**src/rtl/rr_arbiter.sv**
```systemverilog
// rr_arbiter: N-way arbiter with registered one-hot grant, fixed-priority or
// round-robin selection, and grant hold bounded by MAX_HOLD while others wait.
module rr_arbiter #(
    parameter int N        = 16,
    parameter int MAX_HOLD = 4,
    parameter int IDXW     = $clog2(N)
) (
    input  logic            clock,
    input  logic            reset,
    input  logic            en,
    input  logic            rr_mode,
    input  logic [N-1:0]    req,
    output logic [N-1:0]    gnt,
    output logic            gnt_valid,
    output logic [IDXW-1:0] gnt_idx,
    output logic            req_up
);
    localparam int HW = $clog2(MAX_HOLD + 1);
    localparam logic [HW-1:0] LAST = HW'(MAX_HOLD - 1);

    logic            busy;
    logic [IDXW-1:0] owner, ptr, fix_w, rr_w, win;
    logic [HW-1:0]   hold_cnt;
    logic [N-1:0]    own_mask, cand;
    logic            others, keep;

    assign req_up   = |req;
    assign own_mask = {{(N-1){1'b0}}, 1'b1} << owner;
    assign others   = |(req & ~own_mask);
    assign keep     = busy && req[owner] && (hold_cnt < LAST || !others);
    // Reaching here with the owner still requesting means tenure expired.
    assign cand     = (busy && req[owner]) ? (req & ~own_mask) : req;
    assign win      = rr_mode ? rr_w : fix_w;

    always_comb begin
        fix_w = '0;
        for (int i = 0; i < N; i++)
            if (cand[i]) fix_w = IDXW'(i);
    end

    // Scan offsets from far to near so the nearest index after ptr wins.
    always_comb begin
        rr_w = '0;
        for (int k = N - 1; k >= 0; k--)
            if (cand[(int'(ptr) + 1 + k) % N]) rr_w = IDXW'((int'(ptr) + 1 + k) % N);
    end

    always_ff @(posedge clock or posedge reset) begin
        if (reset) begin
            busy      <= 1'b0;
            owner     <= '0;
            ptr       <= IDXW'(N - 1);
            hold_cnt  <= '0;
            gnt       <= '0;
            gnt_valid <= 1'b0;
            gnt_idx   <= '0;
        end else if (!en || (!keep && !(|cand))) begin
            busy      <= 1'b0;
            hold_cnt  <= '0;
            gnt       <= '0;
            gnt_valid <= 1'b0;
            gnt_idx   <= '0;
        end else if (keep) begin
            hold_cnt <= (hold_cnt == LAST) ? '0 : hold_cnt + 1'b1;
        end else begin
            busy      <= 1'b1;
            owner     <= win;
            ptr       <= win;
            hold_cnt  <= '0;
            gnt       <= {{(N-1){1'b0}}, 1'b1} << win;
            gnt_valid <= 1'b1;
            gnt_idx   <= win;
        end
    end
endmodule

```
**config.mk**
```make
export PLATFORM = sky130hd
export DESIGN_NAME = rr_arbiter
export DESIGN_NICKNAME = d
export VERILOG_FILES = /design/src/rtl/rr_arbiter.sv
export SDC_FILE = /design/constraint.sdc
export NUM_CORES = 1
export LEC_CHECK = 0
export ABC_AREA = 1
export CAP_MARGIN = 20
export CORE_MARGIN = 3
export CORE_UTILIZATION = 58
export DETAILED_ROUTE_END_ITERATION = 7
export HOLD_SLACK_MARGIN = 0.1
export PLACE_DENSITY = 0.83
export REMOVE_ABC_BUFFERS = 1
export SLEW_MARGIN = 20
export SYNTH_ARGS = -nofsm -noshare
export SYNTH_HDL_FRONTEND = slang
export SYNTH_SLANG_ARGS = --single-unit
```
**constraint.sdc**
```tcl
create_clock -name clock -period 4.75 [get_ports clock]
set_input_delay 0.7125 -clock clock [delete_from_list [all_inputs] [get_ports clock]]
set_output_delay 0.7125 -clock clock [all_outputs]
set_load 0.1 [all_outputs]
```
==> flow_metrics.py, run 1 <==
metrics = {
    "clocking": {
        "cts_inserted_buffers": 5,
        "post_cts_resize_count": 0,
        "tritoncts": "built",
        "cts.path.max_buffers": 2,
        "cts.sinks": 32,
        "postCtsSetupRepairBufs": 0,
        "htree_num_levels": 2,
        "clk-insertion-delay-late_ps": 280,
        "cts.reportedPaths.clkPinSlew_ps": 60,
        "clock_tree_root": "sky130_fd_sc_hd__clkbuf_8",
        "cts.hold.buffers_added": 0,
    },
    "worst_hold_path": {
        "hold-path-endpoint": "gnt[3]",
        "hold_path_depth": 2,
        "min_from": "gnt[3]",
        "timing.hold.worst.class": "register to register",
    },
    "die": {
        "std_cell_rows": 28,
        "die_h_um": 87.1,
        "floorplan.initialDensity": 0.622,
        "io_pins": 42,
        "width_of_the_die_um": 87.1,
        "fp.dieArea_um2": 7580,
        "coreArea_um2": 6130,
    },
    "synth": {
        "ys_async_sr_fraction": 1.00,
        "synth_edf_count": 0,
        "synth_ff_type": "sky130_fd_sc_hd__dfrtp_1",
        "post_synth_most_frequent_cells": "sky130_fd_sc_hd__nand2_1, sky130_fd_sc_hd__nand3_1, sky130_fd_sc_hd__inv_1",
        "mappedNetlistArea_um2": 3810,
        "synth-compound-area-share": 0.138,
        "synth_xor_xnor_area_share": 0.0207,
        "synthesis.instances": 655,
        "yosys.cell_types.count": 37,
        "postSynthAreaPerCell_um2": 5.82,
        "synthDominantAreaCellType": "sky130_fd_sc_hd__nand2_1",
        "synth.mux.area_fraction": 0,
        "combinational_family_with_the_most_area_after_synthesis": "simple AND/OR/NAND/NOR gates",
        "synth-warning-count": 0,
        "synth.most_common_cell": "sky130_fd_sc_hd__nand2_1",
        "arithmetic_cell_share_of_the_synthesized_area_counting_full_adders_half_adders_and_majority_gates": 0.0263,
        "synth.top_cells.by_area": "sky130_fd_sc_hd__nand2_1, sky130_fd_sc_hd__dfrtp_1, sky130_fd_sc_hd__nand3_1",
        "yosys_reg_bits": 32,
        "seq_area_frac_synth": 0.211,
        "synth_top_cell_area_share": 0.241,
        "simple_gate_share_of_the_synthesized_area": 0.514,
    },
    "detailed_routing": {
        "drt_iter0_drc": 535,
        "via_per_inst": 6.05,
        "avgRoutedWirePerCell_um": 15.9,
        "detailed_routing_iterations_pass_1": 7,
        "drc_markers": 0,
        "vias": 4656,
        "routed_wirelength_mm": 12.2,
        "final_antenna_net_count": 0,
    },
    "sta": {
        "highest_attainable_clock_frequency_mhz": 233,
        "post-route-min-period_ps": 4290,
        "timing_max_transition_violations_final": 0,
        "setup_violations": 0,
        "finClkSkew_ps": 5.66,
        "setup_repair_after_global_routing_missed_its_margin": "no",
        "slew_at_the_pin_with_the_worst_max_slew_slack_ps": 988,
        "max_slew_margin_vs_limit": 0.339,
        "final_hold_viol_count": 0,
        "setup_total_negative_slack_ps": 0,
        "min_period_over_period": 0.904,
    },
    "setup_path": {
        "r2r_start": "ptr[0]",
        "data_arrival_time_of_the_worst_path_ps": 4520,
        "critical_path_required_ps": 4970,
        "critical_path.endpoint_type": "register",
        "start_kind": "input port",
        "worst_r2r_path_depth": 31,
        "timing.reg2reg.setup_slack_ps": 480,
        "critical_path_class": "input port to register",
        "path_max_fanout": 25,
        "regToRegEndpoint": "gnt[10]",
    },
    "place": {
        "port_buffers": 41,
        "place_hpwl_mm": 9.49,
        "gp_congestion": 1.04,
    },
    "finish": {
        "finish.net_count": 722,
        "final_layout_size_suffix_gt1_frac": 0.104,
        "fillerInstances": 526,
        "antennaDiodeCount": 0,
        "layout-area-overhead-vs-synth_pct": 15.1,
    },
    "global_route": {
        "antenna_found_initial": 0,
        "grt_pass1_vias": 4406,
        "pin_count_of_the_biggest_net_entering_global_routing": 33,
        "grt_first_pass_wirelength_mm": 20.5,
        "grt.overflow.total": 0,
        "groute.usage.overall": 0.337,
    },
    "flow_run": {
        "drv_cap": 0,
    },
    "outcome": {
        "outcome": "finished clean",
    },
}
-- flip-flops by register name, indices dropped and copies added (netlist names) --
register / flops
owner: 4
ptr: 4
gnt: 16
gnt_idx: 4
hold_cnt: 3
busy: 1
-- cell type report --
| cell class | count | area [µm²] | share of cell area |
|---|---|---|---|
| tap | 75 | 93.8 | 0.0214 |
| inverter | 64 | 240 | 0.0547 |
| sequential | 32 | 806 | 0.184 |
| clock buffer | 6 | 72.6 | 0.0165 |
| clock inverter | 2 | 35.0 | 0.00798 |
| timing repair buffer | 50 | 475 | 0.108 |
| multi-input combinational | 541 | 2670 | 0.607 |
-- worst max-delay path, stage by stage --
cell and delay, ps:
sky130_fd_sc_hd__clkdlybuf4s50_1 520, sky130_fd_sc_hd__inv_1 90, sky130_fd_sc_hd__o21ai_1 120, sky130_fd_sc_hd__nand2_1 60
sky130_fd_sc_hd__nand3_1 80, sky130_fd_sc_hd__nand3_2 90, sky130_fd_sc_hd__nand2_4 120, sky130_fd_sc_hd__nand2_4 200
sky130_fd_sc_hd__nand2_2 160, sky130_fd_sc_hd__nand2_1 90, sky130_fd_sc_hd__nor2_1 180, sky130_fd_sc_hd__nand2_1 130
sky130_fd_sc_hd__nor4_1 310, sky130_fd_sc_hd__nand3_1 150, sky130_fd_sc_hd__nand2_1 100, sky130_fd_sc_hd__inv_1 50
sky130_fd_sc_hd__nand3_1 150, sky130_fd_sc_hd__inv_1 80, sky130_fd_sc_hd__nor2_1 360, sky130_fd_sc_hd__inv_1 130
sky130_fd_sc_hd__nor2_2 370, sky130_fd_sc_hd__nand3_1 170, sky130_fd_sc_hd__nand2_1 80
-- layer usage --
| metal | global-route usage | up-vias | share of wire |
|---|---|---|---|
| li1 | - | 2229 | - |
| met1 | 0.447 | 2100 | 0.42 |
| met2 | 0.547 | 280 | 0.46 |
| met3 | 0.0558 | 47 | 0.089 |
| met4 | 0.132 | 0 | 0.031 |
| met5 | 0 | - | 0 |
-- metrics by stage --
step                      setup slack [ps]  instance area (µm²)   util  instances  hold WS [ps]
after floorplan                        135                 3710      -        637           440
after global placement                 448                 4280  0.698        762           453
after detailed placement               371                 4280  0.698        762           465
after CTS                              506                 4390  0.716        770           484
after global routing                  43.9                 4390  0.716        770           511
final                                  456                 4390  0.716        770           480
-- layout by cell type (no fill, tap or decap), types with 2 or more instances in the layout --
cell type                         instances
sky130_fd_sc_hd__o21ai_0                 26
sky130_fd_sc_hd__ha_1                     8
sky130_fd_sc_hd__inv_2                    8
sky130_fd_sc_hd__nand2_1                245
sky130_fd_sc_hd__clkdlybuf4s50_1         40
sky130_fd_sc_hd__a21boi_0                 5
sky130_fd_sc_hd__clkbuf_8                 5
sky130_fd_sc_hd__nor3_1                   2
sky130_fd_sc_hd__nand2_2                 18
sky130_fd_sc_hd__nand3_1                119
sky130_fd_sc_hd__nand2_4                  6
sky130_fd_sc_hd__inv_1                   55
sky130_fd_sc_hd__nor2_4                   2
sky130_fd_sc_hd__or2_2                    2
sky130_fd_sc_hd__nand3_2                 10
sky130_fd_sc_hd__nand4_1                  4
sky130_fd_sc_hd__xor2_1                   4
sky130_fd_sc_hd__nor2_2                   2
sky130_fd_sc_hd__buf_4                   10
sky130_fd_sc_hd__a31oi_1                  6
sky130_fd_sc_hd__dfstp_2                  4
sky130_fd_sc_hd__dfrtp_1                 28
sky130_fd_sc_hd__o21ai_1                  6
sky130_fd_sc_hd__nor2_1                  16
sky130_fd_sc_hd__a21oi_1                 44
sky130_fd_sc_hd__a21oi_2                  2
sky130_fd_sc_hd__xnor2_1                  5
-- cell families (layout without fill, tap and decap cells) --
family                     after synthesis  in the layout
adders and majority gates                8              8
and+or+nand+nor                        429            429
AOI/OAI and AO/OA                       95             95
xor gates and xnor gates                 9              9
buffers and inverters                   82            122
DFF                                     32             32
-- worst max path at each step --
stage | start | cells past startpoint | to
floorplan | busy | 16 | gnt[0]
global placement | req[0] | 23 | gnt[0]
detailed placement | req[0] | 36 | gnt[5]
CTS | ptr[0] | 31 | gnt[10]
global route | ptr[0] | 31 | gnt[6]
finish | req[0] | 23 | gnt[6]
Power of run 1 is not shown: default switching activity piles up to over one toggle a cycle in this logic, so the estimate is an artifact.
==> run 2, diff against run 1 <==
--- a/config.mk
+++ b/config.mk
@@ -7,11 +7,13 @@
 export LEC_CHECK = 0
 export ABC_AREA = 1
 export CAP_MARGIN = 20
+export CELL_PAD_IN_SITES_DETAIL_PLACEMENT = 1
+export CELL_PAD_IN_SITES_GLOBAL_PLACEMENT = 2
 export CORE_MARGIN = 3
-export CORE_UTILIZATION = 58
+export CORE_UTILIZATION = 30
 export DETAILED_ROUTE_END_ITERATION = 7
-export HOLD_SLACK_MARGIN = 0.1
-export PLACE_DENSITY = 0.83
+export MAX_ROUTING_LAYER = met4
+export PLACE_DENSITY = 0.82
 export REMOVE_ABC_BUFFERS = 1
 export SLEW_MARGIN = 20
 export SYNTH_ARGS = -nofsm -noshare
==> run 2 against run 1 <==
Critical path depth up 13. Sequential cell count unchanged. Setup slack better by 54 ps. Worst hold slack worse by 4.1 ps. Sequential share of layout area down 0.79 points. Register-to-register slack better by 180 ps. First-iteration DRC count down 55%. Non-clock buffer count up 1. Final cell count up 12%. Via count down 3.0%. Highest routed layer unchanged. Core utilization down 34 points.
==> flow_metrics.py, run 2 (same netlist as run 1, synthesis figures left out) <==
metrics = {
    "clocking": {
        "htree_num_levels": 2,
        "tritoncts": "built",
        "cts.reportedPaths.clkPinSlew_ps": 50,
        "cts.sinks": 32,
        "clk-insertion-delay-late_ps": 280,
        "post_cts_resize_count": 0,
        "cts.hold.buffers_added": 0,
        "cts.path.max_buffers": 2,
        "cts_inserted_buffers": 5,
        "clock_tree_root": "sky130_fd_sc_hd__clkbuf_16",
        "postCtsSetupRepairBufs": 0,
    },
    "detailed_routing": {
        "vias": 4514,
        "drt_iter0_drc": 240,
        "final_antenna_net_count": 0,
        "detailed_routing_iterations_pass_1": 5,
        "via_per_inst": 5.22,
        "routed_wirelength_mm": 14.6,
        "avgRoutedWirePerCell_um": 16.9,
        "drc_markers": 0,
    },
    "sta": {
        "highest_attainable_clock_frequency_mhz": 236,
        "setup_repair_after_global_routing_missed_its_margin": "no",
        "max_slew_margin_vs_limit": 0.341,
        "setup_violations": 0,
        "slew_at_the_pin_with_the_worst_max_slew_slack_ps": 985,
        "final_hold_viol_count": 0,
        "finClkSkew_ps": 3.27,
        "post-route-min-period_ps": 4240,
        "min_period_over_period": 0.893,
        "timing_max_transition_violations_final": 0,
        "setup_total_negative_slack_ps": 0,
    },
    "die": {
        "floorplan.initialDensity": 0.312,
        "fp.dieArea_um2": 14100,
        "width_of_the_die_um": 119,
        "std_cell_rows": 40,
        "io_pins": 42,
        "die_h_um": 119,
        "coreArea_um2": 12200,
    },
    "setup_path": {
        "crit_path_frequent_cell": "sky130_fd_sc_hd__nand2_1",
        "timing.reg2reg.setup_slack_ps": 660,
        "data_arrival_time_of_the_worst_path_ps": 4400,
        "critical_path_required_ps": 4910,
        "critical_path.endpoint_type": "register",
        "r2r_start": "owner[0]",
        "start_kind": "input port",
        "cpMaxStageDelayCell": "sky130_fd_sc_hd__clkdlybuf4s50_1",
        "crit_start": "req[7]",
        "regToRegEndpoint": "gnt[9]",
        "cp_slowest_stage_delay_ps": 570,
        "worst_r2r_path_depth": 32,
        "path_max_fanout": 25,
        "worstSetupEndpoint": "gnt[9]",
        "critical_path_class": "input port to register",
    },
    "flow_run": {
        "drv_cap": 0,
    },
    "finish": {
        "top_register": "gnt",
        "finish.net_count": 723,
        "layout-area-overhead-vs-synth_pct": 20.2,
        "most-common-layout-cells": "sky130_fd_sc_hd__nand2_1, sky130_fd_sc_hd__nand3_1, sky130_fd_sc_hd__inv_1, sky130_fd_sc_hd__a21oi_1, sky130_fd_sc_hd__clkdlybuf4s50_1",
        "mostFrequentLayoutCell": "sky130_fd_sc_hd__nand2_1",
        "antennaDiodeCount": 0,
        "largest_register_ff_count": 16,
        "final_layout_size_suffix_gt1_frac": 0.106,
        "fillerInstances": 1698,
    },
    "global_route": {
        "grt_pass1_vias": 4768,
        "pin_count_of_the_biggest_net_entering_global_routing": 33,
        "grt.overflow.total": 0,
        "antenna_found_initial": 0,
        "groute.usage.overall": 0.216,
        "grt_first_pass_wirelength_mm": 24.5,
    },
    "place": {
        "place_hpwl_mm": 11.9,
        "gp_congestion": 0.965,
        "port_buffers": 41,
    },
    "outcome": {
        "outcome": "finished clean",
    },
    "worst_hold_path": {
        "timing.hold.worst.class": "register to register",
    },
}
[run 2: per-layer routing]
layer	global-route usage	part of all wire
met3	0.0153	0.041
met4	0.0398	0.011
met1	0.298	0.48
met2	0.351	0.46
met5	-	0
[run 2: worst max-delay path: cells and delay by family]
kind / cells / cell delay (ps)
simple gates: 32 / 2700
buf+inv: 3 / 710
compound gates: 1 / 250
[run 2: how the worst min path moves through the flow]
stage	start	end	slack, ps	cells after the start
global route	hold_cnt[0]	hold_cnt[0]	500	1
CTS	hold_cnt[0]	hold_cnt[0]	480	1
floorplan	hold_cnt[0]	hold_cnt[0]	440	1
detailed placement	gnt_idx[0]	gnt_idx[0]	470	2
global placement	hold_cnt[0]	hold_cnt[0]	450	1
finish	hold_cnt[0]	hold_cnt[0]	480	1
[run 2: cell type report]
cell class / count / area, µm² / share of cell area
timing repair buffer: 51 / 483 / 0.105
clock inverter: 3 / 42.5 / 0.00928
tap: 168 / 210 / 0.0459
sequential: 32 / 806 / 0.176
clock buffer: 5 / 125 / 0.0273
inverter: 64 / 240 / 0.0524
multi-input combinational: 541 / 2680 / 0.584
[run 2: stage by stage]
stage                util  instance area (µm²)  hold WS, ps  instances  setup WS, ps
floorplan               -                 3710          440        637           135
global placement    0.361                 4400          453        856           186
finish              0.375                 4580          476        864           510
CTS                 0.374                 4570          480        864           436
global route        0.375                 4580          498        864          40.5
detailed placement  0.361                 4400          469        856           147
Power of run 2 is left out for the same reason.
